===== config.mk =====
export PLATFORM = sky130hd
export DESIGN_NAME = ins_encoder
export DESIGN_NICKNAME = d
export VERILOG_FILES = /design/src/rtl/ins_encoder_pkg.sv /design/src/rtl/ins_field_pack.sv /design/src/rtl/ins_encoder.sv
export SDC_FILE = /design/constraint.sdc
export NUM_CORES = 1
export LEC_CHECK = 0
export CELL_PAD_IN_SITES_DETAIL_PLACEMENT = 1
export CELL_PAD_IN_SITES_GLOBAL_PLACEMENT = 2
export CORE_MARGIN = 2
export CORE_UTILIZATION = 26
export DETAILED_ROUTE_END_ITERATION = 16
export GPL_ROUTABILITY_DRIVEN = 0
export PLACE_DENSITY_LB_ADDON = 0.1
export RECOVER_POWER = 25
export SLEW_MARGIN = 20
export SYNTH_ARGS = -nofsm -noshare
export SYNTH_HDL_FRONTEND = slang
export SYNTH_SLANG_ARGS = --single-unit

===== constraint.sdc =====
create_clock -name clk -period 3.7 [get_ports clk]
set_clock_uncertainty 0.2 [all_clocks]
set_input_delay 0.555 -clock clk [delete_from_list [all_inputs] [get_ports clk]]
set_output_delay 0.555 -clock clk [all_outputs]
set_load 0.05 [all_outputs]

===== src/rtl/ins_encoder_pkg.sv =====
// ins_encoder_pkg: mnemonic enum, instruction format classes and opcode/funct lookup
//   mnem_e  : command mnemonics accepted by ins_encoder (values 39..63 are unknown)
//   kind_e  : field layout class of a mnemonic
//   fmt_of  : mnemonic -> {layout class, opcode or funct}
package ins_encoder_pkg;
  typedef enum logic [5:0] {
    MN_ADD, MN_ADDU, MN_SUB, MN_SUBU, MN_AND, MN_OR, MN_XOR, MN_NOR, MN_SLT, MN_SLTU,
    MN_MULT, MN_MULTU, MN_DIV, MN_DIVU, MN_MFLO, MN_JR,
    MN_ADDI, MN_ADDIU, MN_SLTI, MN_SLTIU, MN_BLT, MN_BEQ, MN_BNE, MN_BLE,
    MN_LW, MN_LB, MN_LBU, MN_LH, MN_LHU, MN_SW, MN_SB, MN_SH,
    MN_ANDI, MN_ORI, MN_XORI, MN_J, MN_JAL, MN_PUSH, MN_POP
  } mnem_e;
  typedef enum logic [3:0] {K_BAD, K_R3, K_R2, K_RD, K_RS, K_IS, K_IU, K_J, K_PUSH, K_POP} kind_e;
  typedef struct packed {
    kind_e      kind;
    logic [5:0] code;
  } fmt_t;
  localparam logic [5:0] OP_ADDIU = 6'h09;
  localparam logic [5:0] OP_LW    = 6'h23;
  localparam logic [5:0] OP_SW    = 6'h2b;
  function automatic fmt_t fmt_of(input logic [5:0] m);
    case (m)
      MN_ADD:   return '{K_R3, 6'h20};
      MN_ADDU:  return '{K_R3, 6'h21};
      MN_SUB:   return '{K_R3, 6'h22};
      MN_SUBU:  return '{K_R3, 6'h23};
      MN_AND:   return '{K_R3, 6'h24};
      MN_OR:    return '{K_R3, 6'h25};
      MN_XOR:   return '{K_R3, 6'h26};
      MN_NOR:   return '{K_R3, 6'h27};
      MN_SLT:   return '{K_R3, 6'h2a};
      MN_SLTU:  return '{K_R3, 6'h2b};
      MN_MULT:  return '{K_R2, 6'h18};
      MN_MULTU: return '{K_R2, 6'h19};
      MN_DIV:   return '{K_R2, 6'h1a};
      MN_DIVU:  return '{K_R2, 6'h1b};
      MN_MFLO:  return '{K_RD, 6'h12};
      MN_JR:    return '{K_RS, 6'h08};
      MN_ADDI:  return '{K_IS, 6'h08};
      MN_ADDIU: return '{K_IS, 6'h09};
      MN_SLTI:  return '{K_IS, 6'h0a};
      MN_SLTIU: return '{K_IS, 6'h0b};
      MN_BLT:   return '{K_IS, 6'h07};
      MN_BEQ:   return '{K_IS, 6'h04};
      MN_BNE:   return '{K_IS, 6'h05};
      MN_BLE:   return '{K_IS, 6'h06};
      MN_LW:    return '{K_IS, 6'h23};
      MN_LB:    return '{K_IS, 6'h20};
      MN_LBU:   return '{K_IS, 6'h24};
      MN_LH:    return '{K_IS, 6'h21};
      MN_LHU:   return '{K_IS, 6'h25};
      MN_SW:    return '{K_IS, 6'h2b};
      MN_SB:    return '{K_IS, 6'h28};
      MN_SH:    return '{K_IS, 6'h29};
      MN_ANDI:  return '{K_IU, 6'h0c};
      MN_ORI:   return '{K_IU, 6'h0d};
      MN_XORI:  return '{K_IU, 6'h0e};
      MN_J:     return '{K_J, 6'h02};
      MN_JAL:   return '{K_J, 6'h03};
      MN_PUSH:  return '{K_PUSH, 6'h00};
      MN_POP:   return '{K_POP, 6'h00};
      default:  return '{K_BAD, 6'h00};
    endcase
  endfunction
endpackage


===== src/rtl/ins_field_pack.sv =====
// ins_field_pack: combinational mnemonic/fields/immediate -> encoded word(s) with range check
//   mnem, rs, rt, rd, imm : symbolic command
//   word0, word1          : first and (for PUSH/POP) second instruction word
//   is_pair               : command expands to two words
//   err                   : unknown mnemonic or immediate out of range (word0 = 0)
module ins_field_pack
  import ins_encoder_pkg::*;
#(
  parameter int SP_REG = 29
) (
  input  logic [5:0]  mnem,
  input  logic [4:0]  rs,
  input  logic [4:0]  rt,
  input  logic [4:0]  rd,
  input  logic [31:0] imm,
  output logic [31:0] word0,
  output logic [31:0] word1,
  output logic        is_pair,
  output logic        err
);
  fmt_t       f;
  logic [4:0] sp;
  logic       s16_ok, u16_ok, j_ok;
  assign f      = fmt_of(mnem);
  assign sp     = 5'(SP_REG);
  // signed 16-bit fit: bits 31..15 are a pure sign extension
  assign s16_ok = imm[31:15] == '0 || imm[31:15] == '1;
  assign u16_ok = imm[31:16] == '0;
  // jump target must be word aligned and inside the current 256 MB region
  assign j_ok   = imm[1:0] == '0 && imm[31:28] == '0;
  always_comb begin
    word0   = '0;
    word1   = '0;
    is_pair = 1'b0;
    err     = 1'b0;
    case (f.kind)
      K_R3: word0 = {6'h00, rs, rt, rd, 5'd0, f.code};
      K_R2: word0 = {6'h00, rs, rt, 10'd0, f.code};
      K_RD: word0 = {16'h0, rd, 5'd0, f.code};
      K_RS: word0 = {6'h00, rs, 15'd0, f.code};
      K_IS: begin
        err   = !s16_ok;
        word0 = s16_ok ? {f.code, rs, rt, imm[15:0]} : '0;
      end
      K_IU: begin
        err   = !u16_ok;
        word0 = u16_ok ? {f.code, rs, rt, imm[15:0]} : '0;
      end
      K_J: begin
        err   = !j_ok;
        word0 = j_ok ? {f.code, imm[27:2]} : '0;
      end
      K_PUSH: begin
        word0   = {OP_ADDIU, sp, sp, 16'hfffc};
        word1   = {OP_SW, sp, rt, 16'h0000};
        is_pair = 1'b1;
      end
      K_POP: begin
        word0   = {OP_LW, sp, rt, 16'h0000};
        word1   = {OP_ADDIU, sp, sp, 16'h0004};
        is_pair = 1'b1;
      end
      default: err = 1'b1;
    endcase
  end
endmodule


===== src/rtl/ins_encoder.sv =====
// ins_encoder: symbolic command stream -> 32-bit instruction word stream with PUSH/POP expansion
//   in_valid/in_ready, in_mnem, in_rs, in_rt, in_rd, in_imm : command input stream
//   out_valid/out_ready, ins_word, out_last, out_err        : instruction word output stream
//   err_count                                               : saturating errored-command count
module ins_encoder
  import ins_encoder_pkg::*;
#(
  parameter int ERR_CNT_W = 8,
  parameter int SP_REG    = 29
) (
  input  logic                 clk,
  input  logic                 rst_n,
  input  logic                 in_valid,
  output logic                 in_ready,
  input  logic [5:0]           in_mnem,
  input  logic [4:0]           in_rs,
  input  logic [4:0]           in_rt,
  input  logic [4:0]           in_rd,
  input  logic [31:0]          in_imm,
  output logic                 out_valid,
  input  logic                 out_ready,
  output logic [31:0]          ins_word,
  output logic                 out_last,
  output logic                 out_err,
  output logic [ERR_CNT_W-1:0] err_count
);
  typedef enum logic [1:0] {S_IDLE, S_ONE, S_PAIR_A, S_PAIR_B} state_e;
  state_e      state, state_nx;
  logic [31:0] word0, word1, hold;
  logic        is_pair, err, accept;
  ins_field_pack #(.SP_REG(SP_REG)) u_pack (
    .mnem    (in_mnem),
    .rs      (in_rs),
    .rt      (in_rt),
    .rd      (in_rd),
    .imm     (in_imm),
    .word0   (word0),
    .word1   (word1),
    .is_pair (is_pair),
    .err     (err)
  );
  assign out_valid = state != S_IDLE;
  // a new command may enter whenever the output register is empty or being drained by its last word
  assign in_ready  = rst_n && (state == S_IDLE || (state != S_PAIR_A && out_ready));
  assign accept    = in_valid && in_ready;
  always_ff @(posedge clk) begin
    if (!rst_n) state <= S_IDLE;
    else        state <= state_nx;
  end
  always_comb begin
    state_nx = accept ? (is_pair ? S_PAIR_A : S_ONE)
             : (state == S_PAIR_A && out_ready) ? S_PAIR_B
             : (out_valid && out_ready) ? S_IDLE
             : state;
  end
  always_ff @(posedge clk) begin
    if (!rst_n) begin
      ins_word  <= '0;
      out_last  <= 1'b0;
      out_err   <= 1'b0;
      hold      <= '0;
      err_count <= '0;
    end else if (accept) begin
      ins_word <= word0;
      out_last <= !is_pair;
      out_err  <= err;
      hold     <= word1;
      if (err && err_count != '1) err_count <= err_count + 1'b1;
    end else if (state == S_PAIR_A && out_ready) begin
      ins_word <= hold;
      out_last <= 1'b1;
      out_err  <= 1'b0;
    end
  end
endmodule


# ---- Yosys cells after proc, flatten, opt, wreduce, memory -nomap -nowiden
# Memory sizes are Yosys's and may differ from the RTL's.
# Cells that the tools add are included.
dict set report totals {
  rom_bits 640
  n_memories 1
  elab_cells 62
  out_inout_bits 44
  ff_bits 76
}
dict set report classes {
  eq_ne 13
  n_addsub 1
  mux 17
  reduce_logical 24
}
# name depth word_bits read_ports rd_ports_with_merged_regs wr line_no
set mem_list {}
lappend mem_list {{(no name shown)} 64 10 1 0 0 ins_encoder_pkg.sv:22} ;# case (m)
# cell n
set op_table {}
lappend op_table {{$pmux 32 s9} 1}
lappend op_table {{$mux 32} 5}
lappend op_table {{$pmux 32 s2} 1}
lappend op_table {{$eq 17x17->1 const B} 1}
lappend op_table {{$logic_not 17->1} 1}
lappend op_table {{$eq 4x3->1 const B} 4}
lappend op_table {{$logic_not 16->1} 1}
lappend op_table {{$add 8x1->8 const B} 1}
lappend op_table {{$eq 4x2->1 const B} 2}
lappend op_table {{$eq 4x4->1 const B} 2}
lappend op_table {{$mux 2} 4}
lappend op_table {{$ne 8x8->1 const B} 1}
lappend op_table {{$logic_and 1x1->1} 7}
lappend op_table {{$reduce_or 6->1} 1}
lappend op_table {{$mux 1} 5}
lappend op_table {{$eq 4x1->1 const B} 1}
lappend op_table {{$logic_not 1->1} 4}
lappend op_table {{$logic_not 2->1} 2}
lappend op_table {{$logic_not 4->1} 1}
lappend op_table {{$pmux 1 s4} 1}
lappend op_table {{$reduce_bool 2->1} 2}
lappend op_table {{$reduce_bool 3->1} 1}
lappend op_table {{$eq 2x2->1 const B} 1}
lappend op_table {{$logic_or 1x1->1} 2}
lappend op_table {{other kinds (3)} 3}

# ---- Logic depth before layout (Yosys ltp)
# Gate-level depths: netlist of the first run.
dict set report logic_depth {
  ltp_word 6
  depth_mapped 11
  depth_no_buf 9
}

# ---- Modules after synthesis
# A second synthesis of the first run with hierarchy kept.
dict set report hier_totals {
  hier_cells 565
  area_unflattened_um2 4525.6
}
# module seq_area_each_um2 n_inst cells_per_inst area_each_um2
set modules_own_cells {}
lappend modules_own_cells {ins_encoder 1521.5 1 354 3085.5}
lappend modules_own_cells {ins_field_pack 0.0 1 211 1440.1}

# ---- Least setup slack after synthesis of the first run
# No wires, ideal clock.
dict set report synth_path {
  path_type {input to register}
  from {input in_mnem[1]}
  to {register ins_word[10]}
  slack_ps 845
  cell_stages 11
  t_arrival_ps 2570
  setup_ps 86
  required_ps 3414
  cell_sequence {inv_1 ha_1 buf_2 nand2b_1 o221a_2 nor2_1 or4_4 a21oi_2 buf_2 nand2_1 a211oi_1}
}
dict set report synth_via {
  elab_chain_len 4
  elab_cells_between_ends 12
  classes_between {9 x eq/ne; 2 x mux; 1 x memory}
}
# item line_no
set synth_rtl {}
lappend synth_rtl {{start: declaration} ins_encoder.sv:15} ;# input logic [5:0] in_mnem,
lappend synth_rtl {{$mem_v2 64x10 *} n/a}
lappend synth_rtl {{$eq 4x4->1 (tied with other cells)} ins_field_pack.sv:36} ;# case (f.kind)
lappend synth_rtl {{$pmux 32 s9 *} ins_field_pack.sv:36}
lappend synth_rtl {{$mux 32 *} ins_encoder.sv:63} ;# end else if (accept) begin
lappend synth_rtl {{end signal: assignment} ins_encoder.sv:64} ;# ins_word <= word0;
lappend synth_rtl {{end signal: assignment} ins_encoder.sv:70} ;# ins_word <= hold;
lappend synth_rtl {{end: declaration} ins_encoder.sv:22} ;# output logic [31:0] ins_word,
# Mark *: on every way between the ends. The rest lies on a longest branch, timed or not.
# A chain may end at the register's enable or synchronous reset.

# ---- Final worst setup path of the first run
dict set report layout_path {
  from {input in_mnem[1]}
  to {register ins_word[24]}
}
# Same word-level chain as after synthesis.

==> results of run 1 <==
==> final timing paths <==
path | startpoint | endpoint | slack, ps
hold / removal | hold[17] | hold[17] | 260
hold reg to reg | hold[17] | hold[17] | 260
setup reg to reg | state[1] | ins_word[24] | 1160
setup / recovery | in_mnem[1] | ins_word[24] | 300
==> cell type report <==
type                            instances  area (um^2)
Fill cell                            1453         7230
Multi-Input combinational cell        340         2050
Timing Repair Buffer                  137         1330
Sequential cell                        52         1040
Tap cell                              168          210
Clock buffer                            6          129
Clock inverter                          2         38.8
Inverter                                9         33.8
==> registers in the layout, indices dropped and copies added, names as in the netlist <==
signal	flops
hold	8
err_count	8
out_err	1
ins_word	32
out_last	1
state	2
==> layout by cell type, fill, tap and decap left out, drive strengths merged, types with 5 or more instances in the layout <==
master / count
clkdlybuf4s50: 75
nand2: 64
a21oi: 56
dfxtp: 52
buf: 38
o21ai: 31
nor2: 27
dlygate4sd3: 24
a221oi: 14
nand3: 11
a211oi: 10
nor3: 10
inv: 10
a21o: 8
nand4: 7
o22ai: 7
a311oi: 7
ha: 7
nor4: 7
nand2b: 6
o221ai: 6
clkbuf: 6
o211ai: 5
o31ai: 5
a31oi: 5
==> routing by layer <==
metal | GRT usage | up-vias | share of wire
li1 | - | 1868 | -
met1 | 0.273 | 1839 | 0.46
met3 | 0.0380 | 12 | 0.062
met2 | 0.340 | 111 | 0.47
met5 | 0 | - | 0
met4 | 0.0386 | 0 | 0.0090
==> cells by family after synthesis <==
| logic type | share of synthesized area |
|---|---|
| xor+xnor | 0.00544 |
| fa+ha+maj | 0.0272 |
| mux | 0.00621 |
| flops | 0.323 |
| buf+inv | 0.0458 |
| compound gates | 0.368 |
| simple gates | 0.224 |
==> through the flow <==
stage | hold slack, ps | instance area, um^2 | worst slack (ps)
2_1_floorplan | 240 | 3220 | 845
3_3_place_gp | 256 | 4660 | 117
3_5_place_dp | 257 | 4660 | 10.9
4_1_cts | 267 | 4830 | 323
5_1_grt | 282 | 4830 | 122
6_report | 263 | 4830 | 304
==> critical path, stage by stage <==
cell and delay, ps:
clkdlybuf4s50_1 540, inv_1 190, ha_1 180, nand2b_1 200, o221a_2 270, nor2_1 70
buf_4 170, or4_4 440, a211oi_2 380, buf_4 200, o21ai_0 80, a21oi_1 150
==> report_power, final <==
group	internal (mW)	leakage, nW	total (mW)	switching, mW
logic	0.171	1.24	0.421	0.249
registers	0.577	0.421	0.589	0.0122
clock network	0.323	0.0815	0.550	0.227
total	1.07	1.74	1.56	0.489
==> results.md, run 1 <==
* Number of diodes at 0
* Input/output buffers at 100
* Cell with the most instances after synthesis: nand2_1
* Area growth, synth to finish at 49.9%
* Startpoint Class: primary input
* Min cycle time layout at around 3400 ps
* Peak Freq at 294 MHz
* Die width at approximately 120 um
* # Post-CTS Setup Buffers at 0
* Initial drt markers at 184
* Via density at approximately 5.4
* Slew Viols, Final at 0
* Post-cts sizing count at 0
* Routed Antenna Nets at 0
* Final Total Pwr at about 1.6 mW
* Synth Instances at between 400 and 500
* Initial core utilization at 0.267
* CTS clk-pin slew, worst paths at approximately 70 ps
* Worst slew pin tran at roughly 620 ps
* Die area at ~13000 um^2
* Nets at around 610
* Share of layout cells above drive strength 1 at 0.110
* CTS tree: built
* Netlist cell types at between 60 and 70
* Post-synth EDFFs at 0
* Hold Path Cell Cnt at 2
* Final hold violation count at 0
* Final count of negative-setup-slack endpoints at 0
* Slew margin rel. at 0.580
* Synth async-reset ratio at 0
* Post-Syn Area at 3220 um^2
* Placed cells at around 710
* Final Cycle Share at 0.918
* Peak VDD IR at between 0.2 and 0.25 mV
* Clk_lat worst skew at around 290 ps
* Clk sinks at 52
* PD cells at about 320 nW/um^2
* Worst min path class: flop to flop
* DRC violations left at 0
* Die Ht at 115 um
* TritonCTS buffer count at 5
* Synth Flop Type: dfxtp_1
* Crit path kind: primary input to flop
* Top cells by area, synth: dfxtp_1 32%, a21oi_1 8.5%, nand2_1 7.5%, o21ai_0 4.8%, a221oi_1 3.8%
* Worst path required time at around 3700 ps
* Core Rows at 40
* Final Non-Filler Cells at between 700 and 800
* Total grt overflow at 0
* Seq/Total Area, Yosys at 0.323
* Vias post-DR at between 3000 and 4000
* Core Region at approximately 12000 um^2
* Synth Area per Inst at roughly 7.5 um^2
* Max-cap violations at 0
* Vias in the first global route at 3814
* Syn Nets at a little under 500
* Detailed-route wire length per cell at 18.8 um
* WP data arrival at 3430 ps
* I/O pins at about 100
* Synthesis-stage register bit count at 52
* # hold bufs at CTS at 0
* Clock tree root buffer cell: clkbuf_16
* Crit. End Element: flop
* Worst R2R Path Depth at 8
* Outcome: finished clean
* Crit Path Max Fanout at 7
* Total track usage at 0.202
* Final HPWL DP at just over 10 mm
* First-pass GRT wire length at approximately 21 mm
* H-Tree Depth at 2
* RSZ-0062 raised after global routing: false
* Setup TNS at 0 ps
* Clock buffer depth at 2
* Synth top cells by count: 64 x nand2_1, 55 x a21oi_1, 52 x dfxtp_1
* Initial antenna violation count at 0
* Biggest area consumer among synthesized cells: dfxtp_1
* Yosys top cell area share at 0.323
* Leakage at 1.74 nW
* Router iterations before antenna repair at 4
* Ys Warns at 0
* Routed WL at 13.5 mm
* Largest net degree at the start of global routing at 30
* Util after Layout at 0.400
Note: power is estimated with default switching activity, not from simulation.
==> run 2, diff against run 1 <==
--- a/config.mk
+++ b/config.mk
@@ -13,2 +13,3 @@
 export GPL_ROUTABILITY_DRIVEN = 0
+export GPL_TIMING_DRIVEN = 0
 export PLACE_DENSITY_LB_ADDON = 0.1
--- a/constraint.sdc
+++ b/constraint.sdc
@@ -4,2 +4,2 @@
 set_output_delay 0.555 -clock clk [all_outputs]
-set_load 0.05 [all_outputs]
+set_load 0.005 [all_outputs]
==> run 2 against run 1 <==
Net effect: cell area decreased by 3.9%; worst hold slack improved by 6.3 ps; maximum frequency increased by 2.7%; critical path type unchanged; first-iteration DRC count increased by 3.8%; global-route usage increased by 0.53 points; largest power group unchanged; critical endpoint is now ins_word[15]; critical path depth decreased by 2; register-to-register slack got worse by 160 ps; core utilization decreased by 1.6 points; die area unchanged.
==> results.md, run 2 (synthesis results as in run 1) <==
* Clk_lat worst skew at approximately 300 ps
* CTS clk-pin slew, worst paths at 70 ps
* First-pass GRT wire length at roughly 21 mm
* Buf/Inv on CP at 4
* Critical Path, Cell by Cell: clkdlybuf4s50_1 > buf_2 > or3b_1 > a21oi_1 > nor2_1 > nor4_2 > buf_4 > buf_2 > nand2_1 > a311oi_1
* Clock buffer depth at 2
* Capture point of the critical path: ins_word[15]
* Dpl ws at -564 ps
* Via density at roughly 5.5
* Biggest regs: ins_word x32, err_count x8, hold x8
* PD cells at between 300 and 400 nW/um^2
* Peak Freq at 303 MHz
* Startpoint Class: primary input
* CTS tree: built
* Worst min path class: flop to flop
* Leakage at between 1.5 and 2 nW
* Total track usage at 0.208
* Filler cell count at approximately 1500
* Final HPWL DP at between 10 and 15 mm
* Detailed-route wire length per cell at 19.9 um
* Outcome: finished clean
* Reg-to-Reg End: ins_word[20]
* Util after Layout at 0.385
* RSZ-0062 raised after global routing: false
* Slew Viols, Final at 0
* # Post-CTS Setup Buffers at 0
* CP delay by family, top: buffers and inverters
* Router iterations before antenna repair at 4
* Vias in the first global route at ~3800
* Slew margin rel. at 0.394
* Largest net degree at the start of global routing at 16
* Input/output buffers at 99
* Routed Antenna Nets at 0
* H-Tree Depth at 2
* Crit path kind: primary input to flop
* Die width at 115 um
* Clock tree root buffer cell: clkbuf_16
* Clk sinks at 52
* WP depth at 10
* Total grt overflow at 0
* Min cycle time layout at 3310 ps
* Final count of negative-setup-slack endpoints at 0
* Peak VDD IR at ~0.17 mV
* Core Region at approximately 12000 um^2
* DRC violations left at 0
* Die area at 13300 um^2
* Slowest cell on the critical path: clkdlybuf4s50_1
* I/O pins at slightly above 100
* Final worst slack at slightly below 400 ps
* Most frequent cells in the layout: 73 x clkdlybuf4s50_1, 64 x nand2_1, 54 x a21oi_1
* WP data arrival at around 3300 ps
* Initial drt markers at 191
* Placed cells at 694
* Nets at about 600
* TritonCTS buffer count at 5
* Worst path required time at about 3700 ps
* Area growth, synth to finish at 44.0%
* Core Rows at 40
* Largest register FFs at 32
* Initial antenna violation count at 0
* Vias post-DR at about 3800
* Worst slew pin tran at between 900 and 1000 ps
* Worst setup startpoint: in_mnem[3]
* Share of layout cells above drive strength 1 at 0.0768
* Flop-to-flop setup slack at 1000 ps
* Final Non-Filler Cells at 702
* Reg with most FFs: ins_word
* Worst R2R Path Depth at 8
* Initial core utilization at 0.267
* Die Ht at 115 um
* CP max stage delay at 480 ps
* Routed WL at 14.0 mm
* Final hold violation count at 0
* Crit path top cell by count: buf_2
* Number of diodes at 0
* Final Cycle Share at 0.893
* Crit. End Element: flop
* Reg2reg start: state[1]
* Most common cell after layout, fill and taps aside: clkdlybuf4s50_1
* Max-cap violations at 0
* Crit Path Max Fanout at 10
-- run 2: layout make-up --
cell class | count | area, um^2 | share of cell area
plain buffers | 26 | 120 | 0.0259
clock buffers | 7 | 143 | 0.0307
clock inverters | 1 | 7.51 | 0.00162
inverters | 9 | 33.8 | 0.00728
multi-input cells | 340 | 2090 | 0.450
flip-flops and latches | 52 | 1040 | 0.224
well taps | 168 | 210 | 0.0453
repair buffers | 99 | 996 | 0.215
-- run 2: worst min-delay path by stage --
stage,slack (ps),start,cells past startpoint,endpoint
6_report,270,ins_word[4],1,ins_word[4]
5_1_grt,290,out_err,2,out_err
4_1_cts,270,hold[17],2,hold[17]
3_5_place_dp,260,hold[17],2,hold[17]
3_3_place_gp,250,ins_word[22],2,ins_word[22]
2_1_floorplan,240,hold[17],2,hold[17]
-- run 2: metrics by stage --
stage | setup TNS, ps | power, mW | hold slack [ps] | instance area [um^2]
3_5_place_dp | -13550 | 0.942 | 260 | 4430
2_1_floorplan | 0 | 0.761 | 240 | 3220
6_report | 0 | 1.43 | 270 | 4640
4_1_cts | 0 | 1.44 | 270 | 4600
3_3_place_gp | -14250 | 0.937 | 252 | 4420
5_1_grt | 0 | 1.51 | 292 | 4640
-- run 2: report_power, final --
| group | total [mW] | internal (mW) | switching [mW] |
|---|---|---|---|
| combinational | 0.341 | 0.148 | 0.193 |
| sequential | 0.589 | 0.577 | 0.0115 |
| clock | 0.499 | 0.271 | 0.228 |
| total | 1.43 | 0.996 | 0.433 |
-- run 2: what timing repair did --
action	in CTS	in global routing
gates resized for setup	6	16
pin swaps	0	0
endpoints found under the setup margin	23	38
hold buffers	0	0
-- run 2: worst reg2reg max path: stages, from the launching register on --
cell and delay (ps):
dfxtp_1 350, or2_2 350, a21oi_1 370, nand2_1 210
a31oi_1 250, clkbuf_2 290, buf_2 300, o221ai_1 170
a21oi_1 160
-- run 2: per-layer routing --
metal / up-vias / global-route usage / routed length, um
li1: 1840 / - / -
met1: 1869 / 0.281 / 6550
met2: 109 / 0.344 / 6470
met3: 17 / 0.0385 / 746
met4: 0 / 0.0458 / 209
met5: - / 0 / 0
